===== config.mk =====
export PLATFORM = sky130hd
export DESIGN_NAME = uart_rx_frame_sr
export DESIGN_NICKNAME = d
export VERILOG_FILES = /design/src/rtl/uart_pkg.sv /design/src/rtl/uart_bit_counter.sv /design/src/rtl/uart_rx_frame_sr.sv
export SDC_FILE = /design/constraint.sdc
export NUM_CORES = 1
export LEC_CHECK = 0
export ABC_AREA = 1
export CAP_MARGIN = 10
export CORE_AREA = 2 2 55 57
export CTS_BUF_LIST = sky130_fd_sc_hd__clkbuf_2
export CTS_CLUSTER_DIAMETER = 80
export DETAILED_ROUTE_END_ITERATION = 10
export DIE_AREA = 0 0 57 59
export SLEW_MARGIN = 20
export SYNTH_ARGS = -nofsm -noshare
export SYNTH_HDL_FRONTEND = slang
export SYNTH_SLANG_ARGS = --single-unit

===== constraint.sdc =====
create_clock -name clk -period 1.3 [get_ports clk]
set_input_delay 0.195 -clock clk [delete_from_list [all_inputs] [get_ports clk]]
set_output_delay 0.195 -clock clk [all_outputs]
set_load 0.01 [all_outputs]

===== src/rtl/uart_pkg.sv =====
// uart_pkg: shared receiver types, parameter limits and frame length helper
package uart_pkg;
  typedef enum logic [1:0] {IDLE, SHIFT, DONE} rx_state_t;
  localparam int MIN_DATA_BITS = 5;
  localparam int MAX_DATA_BITS = 9;
  localparam int MIN_STOP_BITS = 1;
  localparam int MAX_STOP_BITS = 2;
  function automatic int frame_len(int data_bits, int parity_en, int stop_bits);
    return data_bits + parity_en + stop_bits;
  endfunction
endpackage


===== src/rtl/uart_bit_counter.sv =====
// uart_bit_counter: frame bit counter with clear, enable and terminal-count flag
module uart_bit_counter #(
  parameter int LEN = 10
) (
  input  logic clk,
  input  logic rst,
  input  logic clr,
  input  logic en,
  output logic tc
);
  localparam int W = $clog2(LEN + 1);
  logic [W-1:0] cnt;
  assign tc = en && !clr && cnt == W'(LEN - 1);
  // count accepted bits; clear wins over enable
  always_ff @(posedge clk) begin
    if (rst || clr) cnt <= '0;
    else if (en) cnt <= cnt + W'(1);
  end
endmodule


===== src/rtl/uart_rx_frame_sr.sv =====
// uart_rx_frame_sr: deserialises one UART frame and flags parity, framing and overrun errors
module uart_rx_frame_sr
  import uart_pkg::*;
#(
  parameter int DATA_BITS  = 8,
  parameter int PARITY_EN  = 0,
  parameter int PARITY_ODD = 0,
  parameter int STOP_BITS  = 1,
  parameter int LSB_FIRST  = 1
) (
  input  logic                 clk,
  input  logic                 rst,
  input  logic                 frame_start,
  input  logic                 shift_strobe,
  input  logic                 serial_in,
  input  logic                 data_read,
  output logic [DATA_BITS-1:0] rx_data,
  output logic                 rx_full,
  output logic                 frame_done,
  output logic                 parity_error,
  output logic                 framing_error,
  output logic                 overrun_error
);
  localparam int FL = frame_len(DATA_BITS, PARITY_EN, STOP_BITS);
  if (DATA_BITS < MIN_DATA_BITS || DATA_BITS > MAX_DATA_BITS) begin : g_bad_data
    $error("DATA_BITS out of range");
  end
  if (STOP_BITS < MIN_STOP_BITS || STOP_BITS > MAX_STOP_BITS) begin : g_bad_stop
    $error("STOP_BITS out of range");
  end
  if (PARITY_EN < 0 || PARITY_EN > 1) begin : g_bad_par
    $error("PARITY_EN must be 0 or 1");
  end
  rx_state_t state;
  logic [FL-1:0] sr;
  logic [DATA_BITS-1:0] field, rev, data_w;
  logic tc, perr_w, ferr_w;
  uart_bit_counter #(.LEN(FL)) u_cnt (
    .clk(clk),
    .rst(rst),
    .clr(frame_start && state != DONE),
    .en(shift_strobe && state == SHIFT),
    .tc(tc)
  );
  // sr[i] holds the i-th received bit; the data field is reversed for MSB-first frames
  always_comb begin
    field = sr[DATA_BITS-1:0];
    rev = '0;
    for (int i = 0; i < DATA_BITS; i++) rev[i] = field[DATA_BITS-1-i];
    data_w = LSB_FIRST != 0 ? field : rev;
    perr_w = PARITY_EN != 0 && (^field ^ sr[DATA_BITS] ^ (PARITY_ODD != 0));
    ferr_w = ~&sr[FL-1:FL-STOP_BITS];
  end
  // frame FSM, shift register and registered host-side outputs
  always_ff @(posedge clk) begin
    if (rst) begin
      state <= IDLE;
      sr <= '0;
      rx_data <= '0;
      rx_full <= 1'b0;
      frame_done <= 1'b0;
      parity_error <= 1'b0;
      framing_error <= 1'b0;
      overrun_error <= 1'b0;
    end else begin
      frame_done <= 1'b0;
      case (state)
        IDLE: if (frame_start) begin
          state <= SHIFT;
          sr <= '0;
        end
        SHIFT: if (frame_start) sr <= '0;
          else if (shift_strobe) begin
            sr <= {serial_in, sr[FL-1:1]};
            if (tc) state <= DONE;
          end
        DONE: begin
          state <= IDLE;
          rx_data <= data_w;
          parity_error <= perr_w;
          framing_error <= ferr_w;
          frame_done <= 1'b1;
        end
        default: state <= IDLE;
      endcase
      if (state == DONE) begin
        rx_full <= 1'b1;
        overrun_error <= rx_full && !data_read;
      end else if (data_read) begin
        rx_full <= 1'b0;
        overrun_error <= 1'b0;
      end
    end
  end
endmodule


### Yosys cells after proc, flatten, opt, wreduce, memory -nomap -nowiden

Cells that the tools add are included.

| word-level totals | value |
|---|---|
| logic and storage cells | 45 |
| register bits | 27 |
| output and inout port bits | 13 |
| input bits | 6 |

| operators by class | value |
|---|---|
| reduce and logical (&&, ||, !) cells | 14 |
| equal/unequal tests | 9 |
| add/sub/neg operators | 1 |
| mux-type cells | 13 |

Operators by type and width:

| operator | count |
|---|---|
| $mux 9 | 3 |
| $pmux 9 s2 | 1 |
| $ne 2x2->1 const B | 5 |
| $mux 2 | 4 |
| $logic_and 1x1->1 | 5 |
| $add 4x1->4 const B | 1 |
| $eq 4x4->1 const B | 1 |
| $mux 1 | 4 |
| $pmux 2 s2 | 1 |
| $reduce_and 4->1 | 1 |
| $reduce_bool 2->1 | 2 |
| $logic_not 1->1 | 3 |
| $ne 3x3->1 const B | 1 |
| $reduce_and 3->1 | 1 |
| $eq 2x1->1 const B | 1 |
| $eq 2x2->1 const B | 1 |
| $logic_not 2->1 | 1 |
| $logic_or 1x1->1 | 1 |

### Depth between registers and ports, before layout

Gate-level depths: netlist of run 1.

| logic depth | value |
|---|---|
| depth after elaboration | 9 |
| gate-level depth with buffers | 7 |
| depth with buffers taken out | 7 |

### Modules after synthesis

From an unflattened synthesis of run 1, not the netlist that was laid out.

| second synthesis, totals | value |
|---|---|
| cells, all modules | 167 |
| area, all modules | 1,154.9 sq um |

Modules (own cells, without submodules):

| module | area each (sq um) | instances | sequential area each (sq um) | cells an instance |
|---|---|---|---|---|
| uart_rx_frame_sr | 950.9 | 1 | 460.4 | 138 |
| uart_bit_counter | 203.9 | 1 | 80.1 | 29 |

### Worst setup path after synthesis of run 1

No wires, ideal clock.

| path | value |
|---|---|
| kind | register -> register |
| start point | reg state[1] |
| end point | reg sr[1] |
| required time | 1.183 ns |
| setup time | 0.117 ns |
| arrival | 0.934 ns |
| stages on the path, launching flop included | 7 |
| buffers on the path | 1 |
| period minus slack after synthesis | 1.051 ns |
| setup slack | 0.249 ns |
| cell sequence | dfxtp_1 inv_2 nand2_1 nand2_4 buf_6 o21ai_0 nor2_1 |

| between the ends | value |
|---|---|
| word-level cells in the longest chain between the ends | 3 |
| elaborated cells on any way between the ends | 7 |
| those cells by class | eq/ne: 3; mux: 1; reduce/logical: 3 |

Ends and longest elaborated chain:

| item | line | source |
|---|---|---|
| start, declared | uart_rx_frame_sr.sv:34 | `rx_state_t state;` |
| start signal, assigned | uart_rx_frame_sr.sv:57 | `state <= IDLE;` |
| start signal, assigned | uart_rx_frame_sr.sv:69 | `state <= SHIFT;` |
| start signal, assigned | uart_rx_frame_sr.sv:75 | `if (tc) state <= DONE;` |
| $eq 2x1->1 / $logic_not 2->1 (equally long branches) | uart_rx_frame_sr.sv:67 | `case (state)` |
| $ne 3x3->1 (no source line), or another cell as far along | -- |  |
| $reduce_and 3->1 (no source line) | -- |  |
| end signal, assigned | uart_rx_frame_sr.sv:74 | `sr <= {serial_in, sr[FL-1:1]};` |
| end, declared | uart_rx_frame_sr.sv:35 | `logic [FL-1:0] sr;` |

Several ways; a longest one is shown, not always the timed one.
A chain may end at the register's enable or synchronous reset.

### Final worst setup path of run 1

| path | value |
|---|---|
| start point | reg rx_data[3] |
| end point | out rx_data[3] |

RTL lines:

| item | line | source |
|---|---|---|
| start, declared | uart_rx_frame_sr.sv:17 | `output logic [DATA_BITS-1:0] rx_data,` |
| start signal, assigned | uart_rx_frame_sr.sv:79 | `rx_data <= data_w;` |

No word-level cell between the ends.

==> impl_metrics.env, run 1 <==
export IMPL_status="complete, no violations"
export IMPL_clockBufferDepth=2
export IMPL_ir_drop_v=0.000757
export IMPL_ys_seq_area_frac=0.491
export IMPL_ys_ff_latch=27
export IMPL_antenna_found_initial=0
export IMPL_cts_root_buf="clkbuf_2"
export IMPL_hold_violations=0
export IMPL_drt_total_wl_um=1940
export IMPL_portBuffers=17
export IMPL_core_um2=2710
export IMPL_cp_depth=1
export IMPL_p_sw_frac=0.253
export IMPL_p_per_area_nw_per_um2=975
export IMPL_cts_made_buffers=3
export IMPL_holdCritPathClass="reg2reg"
export IMPL_fin_nets=176
export IMPL_path_delay_family="flip-flops"
export IMPL_worstPathRequired_ns=1.11
export IMPL_arrival_ns=1.00
export IMPL_p_seq_frac=0.663
export IMPL_drt_wirelength_per_cell_um=9.80
export IMPL_drtPass1Iterations=4
export IMPL_cts_htree_levels=1
export IMPL_cap_violations=0
export IMPL_synthFlopType="dfxtp_1"
export IMPL_cts_tree="yes"
export IMPL_period_share=0.920
export IMPL_p_switching_mw=0.328
export IMPL_die_y_um=59
export IMPL_p_leak_nw=0.623
export IMPL_place_congestion=0.725
export IMPL_synth_distinct_cells=19
export IMPL_async_flop_share=0
export IMPL_area_growth_pct=20.9
export IMPL_cpPeakStageDelay_ns=0.38
export IMPL_grt_setup_unrepaired="no"
export IMPL_worstSetupStartpointType="register"
export IMPL_start_util=0.406
export IMPL_insertion_delay_ns=0.35
export IMPL_crit_path_end_kind="primary output"
export IMPL_reg2reg_depth=4
export IMPL_clk_pin_slew_ns=0.25
export IMPL_setup_viol=0
export IMPL_antenna_cells=0
export IMPL_grt_pass1_wl_um=3530
export IMPL_grt_total_usage=0.132
export IMPL_placementRows=19
export IMPL_crit_path_max_fanout=2
export IMPL_synth_edf_count=0
export IMPL_die_area_um2=3360
export IMPL_dp_hpwl_um=1440
export IMPL_yosysWarnings=0
export IMPL_utilization=0.491
export IMPL_path_class="reg2out"
export IMPL_p_clk_frac=0.244
export IMPL_holdPathStages=2
export IMPL_path_buf_inv=1
export IMPL_io_pins=19
export IMPL_die_width_um=57
export IMPL_holdBufCountCts=0
export IMPL_place_area_um2=1310
export IMPL_clock_sinks=27
export IMPL_grt_overflow=0
export IMPL_layout_min_cycle_time_ns=1.20
export IMPL_layout_drive_gt1_share=0.150
export IMPL_fin_skew_ns=0.000907
export IMPL_crit_chain="dlygate4sd2_1"
export IMPL_fin_area_um2=1330
export IMPL_vias_per_cell=4.46
export IMPL_power_mw=1.30
export IMPL_syn_inst=145
export IMPL_vias=884
export IMPL_syn_nets=153
export IMPL_slowest_stage="dfxtp_2"
export IMPL_drt_iter0_markers=21
export IMPL_max_freq_mhz=837
export IMPL_detail_route_antenna_nets=0
export IMPL_p_comb_frac=0.093
export IMPL_grt_max_degree=20
export IMPL_syn_avg_cell_area_um2=7.59
export IMPL_grt_pass1_vias=827
export IMPL_p_int_mw=0.970
export IMPL_drc=0
export IMPL_syn_cell_area_um2=1100
export IMPL_setup_tns_ns=0
export IMPL_slew_violations=0
cell usage after synthesis, types with 2 or more instances:
cell type	n	area [um2]
ha_1	2	25.0
inv_1	22	82.6
nor2_1	21	78.8
buf_6	2	22.5
nand2_1	19	71.3
o21ai_0	19	95.1
o21ai_1	4	20.0
dfxtp_1	27	541
inv_2	2	7.51
nand3_1	6	30.0
a21oi_1	13	65.1
metal layers:
| metal | share of wire | up-vias | track usage |
|---|---|---|---|
| li1 | - | 498 | - |
| met1 | 0.55 | 372 | 0.189 |
| met2 | 0.40 | 12 | 0.187 |
| met3 | 0.048 | 2 | 0.0328 |
| met4 | 0.0067 | 0 | 0.0598 |
| met5 | 0 | - | 0 |
power groups by stage:
stage,registers (mW),clock network [mW],logic (mW)
2_1_floorplan,0.874,0,0.0833
3_3_place_gp,0.876,0,0.121
3_5_place_dp,0.877,0,0.121
4_1_cts,0.861,0.330,0.122
5_1_grt,0.864,0.358,0.139
6_report,0.861,0.317,0.121
logic make-up (layout without fill, tap and decap cells):
group / after synthesis / after routing / synth area share
simple gates: 50 / 50 / 0.199
other cells: 1 / 1 / 0.00341
compound gates: 37 / 37 / 0.170
buf+inv: 28 / 50 / 0.114
fa+ha+maj: 2 / 2 / 0.0227
flops: 27 / 27 / 0.491
cells in the final DEF, fill, tap and decap left out:
cell type        Yosys  routed
a21oi_1             13      13
buf_4                1       5
clkbuf_2             0       3
clkdlybuf4s50_1      0       5
clkinv_2             0       1
conb_1               1       1
dfxtp_1             27      16
dfxtp_2              0      11
dlygate4sd2_1        0      12
ha_1                 2       2
inv_1               22      22
inv_2                2       2
nand2_1             19      19
nand2_4              1       1
nand3_1              6       6
nand3_2              1       1
nand4_1              1       1
nor2_1              21      21
nor2_4               1       1
o21a_1               1       1
o21ai_0             19      19
o21ai_1              4       4
area by class of cell:
cell class	instances	area, um2
flip-flops and latches	27	554
repair buffers	22	193
clock buffers	3	15.0
fillers	284	1380
inverters	24	90.1
multi-input cells	90	435
well taps	31	38.8
clock inverters	1	5.00
registers in the layout, indices dropped and copies added, names as in the netlist:
name           count
rx_full            1
sr                 9
u_cnt.cnt          4
frame_done         1
state              2
overrun_error      1
rx_data            8
framing_error      1
path summary, 6_finish.rpt:
check,slack (ns),from,end
hold / removal,0.48,sr[1]$_SDFFE_PP0P_,rx_data[1]$_SDFFE_PP0P_
setup reg to reg,0.16,state[1]$_SDFFE_PP0P_,overrun_error$_SDFFE_PP0P_
setup / recovery,0.10,rx_data[3]$_SDFFE_PP0P_,rx_data[3]
hold reg to reg,0.48,sr[1]$_SDFFE_PP0P_,rx_data[1]$_SDFFE_PP0P_
through the flow:
stage	std cells	hold WS (ns)	worst slack [ns]
floorplan	145	0.264	0.249
global placement	194	0.446	-0.00385
detailed placement	194	0.461	-0.0245
CTS	198	0.443	0.0705
global route	198	0.454	0.0206
finish	198	0.478	0.105
what timing repair did:
action	4_1_cts	5_1_grt
endpoints found under the setup margin	12	0
resized for setup	23	0
buffers inserted	0	0
No activity file was read; power rests on OpenSTA's default activity.
==> run 2, diff against run 1 <==
Settings changed: CAP_MARGIN 10 to not set, CORE_AREA 2 2 55 57 to 2 2 40 79, DIE_AREA 0 0 57 59 to 0 0 42 81, HOLD_SLACK_MARGIN set to 0.08.
==> run 2 against run 1 <==
Count of clock-buffer cells in the layout unchanged; sequential share of layout area decreased by 0.43 points; combinational power increased by 5%; register-to-register slack about the same; routed wire length increased by 0.67%; setup slack got worse by 0.016 ns; critical endpoint is now overrun_error; largest cell class unchanged.
==> impl_metrics.env, run 2 (same netlist as run 1, synthesis figures left out) <==
export IMPL_crit_path_end_kind="primary output"
export IMPL_vias=910
export IMPL_die_width_um=42
export IMPL_drt_wirelength_per_cell_um=9.92
export IMPL_crit_path_max_fanout=2
export IMPL_vias_per_cell=4.62
export IMPL_grt_max_degree=20
export IMPL_setup_ws_ns=0.0890
export IMPL_fin_nets=176
export IMPL_io_pins=19
export IMPL_whs_ns=0.451
export IMPL_path_buf_inv=1
export IMPL_final_common_cell="inv_1"
export IMPL_insertion_delay_ns=0.36
export IMPL_grt_overflow=0
export IMPL_place_congestion=0.707
export IMPL_core_um2=2840
export IMPL_holdBufCountCts=0
export IMPL_holdCritPathClass="in2reg"
export IMPL_grt_total_usage=0.130
export IMPL_clk_pin_slew_ns=0.27
export IMPL_grt_pass1_vias=841
export IMPL_ir_drop_v=0.000755
export IMPL_path_class="reg2out"
export IMPL_worstSetupStartpointType="register"
export IMPL_layout_min_cycle_time_ns=1.21
export IMPL_antenna_cells=0
export IMPL_largest_register_ff_count=9
export IMPL_die_y_um=81
export IMPL_multiInputGateArea_um2=435
export IMPL_start_util=0.388
export IMPL_cts_htree_levels=1
export IMPL_cap_violations=0
export IMPL_drt_iter0_markers=35
export IMPL_grt_setup_unrepaired="no"
export IMPL_post_cts_buffers=0
export IMPL_fin_cells=197
export IMPL_grt_pass1_wl_um=3520
export IMPL_reg_largest_list="sr x9, rx_data x8, u_cnt.cnt x4"
export IMPL_layout_common_cells="22 x inv_1, 21 x nor2_1, 19 x nand2_1, 19 x o21ai_0, 16 x dfxtp_1"
export IMPL_dp_cells=193
export IMPL_worstPathRequired_ns=1.11
export IMPL_clockBufferDepth=2
export IMPL_filler_cell_count=302
export IMPL_drtPass1Iterations=4
export IMPL_hold_violations=0
export IMPL_crit_chain="dlygate4sd2_1"
export IMPL_p_per_area_nw_per_um2=974
export IMPL_cts_root_buf="clkbuf_2"
export IMPL_fin_skew_ns=0.0198
export IMPL_area_growth_pct=22.2
export IMPL_slowest_stage="dfxtp_2"
export IMPL_utilization=0.474
export IMPL_post_place_ws_ns=-0.0450
export IMPL_dp_hpwl_um=1400
export IMPL_arrival_ns=1.02
export IMPL_top_register="sr"
export IMPL_regArea_um2=554
export IMPL_slew_violations=0
export IMPL_max_freq_mhz=826
export IMPL_portBuffers=17
export IMPL_period_share=0.932
export IMPL_layout_drive_gt1_share=0.150
export IMPL_detail_route_antenna_nets=0
export IMPL_path_delay_family="flip-flops"
export IMPL_cts_made_buffers=3
export IMPL_cts_tree="yes"
export IMPL_die_area_um2=3400
export IMPL_clock_sinks=27
export IMPL_cts_resized=23
export IMPL_p_leak_nw=0.624
export IMPL_cpPeakStageDelay_ns=0.38
export IMPL_setup_viol=0
export IMPL_antenna_found_initial=0
export IMPL_status="complete, no violations"
export IMPL_drc=0
export IMPL_drt_total_wl_um=1950
export IMPL_placementRows=28
==> run 2: changes by cell type in the layout (fill, tap and decap cells not counted), sizes merged <==
cell and change:
clkinv -1, clkinvlp +1
==> run 2: path summary, 6_finish.rpt <==
kind | slack, ns | depth (start not counted) | startpoint | endpoint
max | 0.09 | 1 | overrun_error$_SDFFE_PP0P_ | overrun_error
min | 0.45 | 4 | data_read | overrun_error$_SDFFE_PP0P_
max reg2reg | 0.15 | 5 | state[0]$_SDFFE_PP0P_ | framing_error$_SDFFE_PP0P_
min reg2reg | 0.48 | 2 | sr[5]$_SDFFE_PP0P_ | rx_data[5]$_SDFFE_PP0P_
==> run 2: per-layer routing <==
layer | vias up | wire length [um] | global-route usage
met5 | - | 0 | 0
met4 | 0 | 17 | 0.0581
met3 | 2 | 79 | 0.0156
met2 | 19 | 924 | 0.211
met1 | 386 | 932 | 0.170
li1 | 503 | - | -
==> run 2: where the power goes <==
part	switching, mW	internal, mW	leakage (nW)
sequential	0.0105	0.849	0.225
combinational	0.0723	0.0552	0.386
clock	0.251	0.0713	0.0126
total	0.334	0.976	0.624
==> run 2: per-stage QoR <==
step | instance area [um2] | setup TNS [ns] | total power [mW]
2_1_floorplan | 1100 | 0 | 0.957
3_3_place_gp | 1320 | -0.0227 | 1.00
3_5_place_dp | 1320 | -0.287 | 1.00
4_1_cts | 1350 | 0 | 1.33
5_1_grt | 1350 | 0 | 1.38
6_report | 1350 | 0 | 1.31
==> run 2: worst register-to-register path: stages (launching register included) <==
cell and delay [ns]:
dfxtp_1 0.38, inv_1 0.11, nand2_1 0.14, inv_2 0.25, o21ai_0 0.12, a21oi_1 0.11
==> run 2: area by class of cell <==
class	count	area share
Tap cell	30	0.0279
Clock inverter	1	0.00558
Clock buffer	3	0.0112
Multi-Input combinational cell	90	0.324
Sequential cell	27	0.412
Inverter	24	0.0670
Timing Repair Buffer	22	0.153
==> run 3, diff against run 2 <==
Settings changed: SLEW_MARGIN 20 to not set.
==> results of run 3 <==
No change in the layout: final DEF, timing and power equal those of run 2.
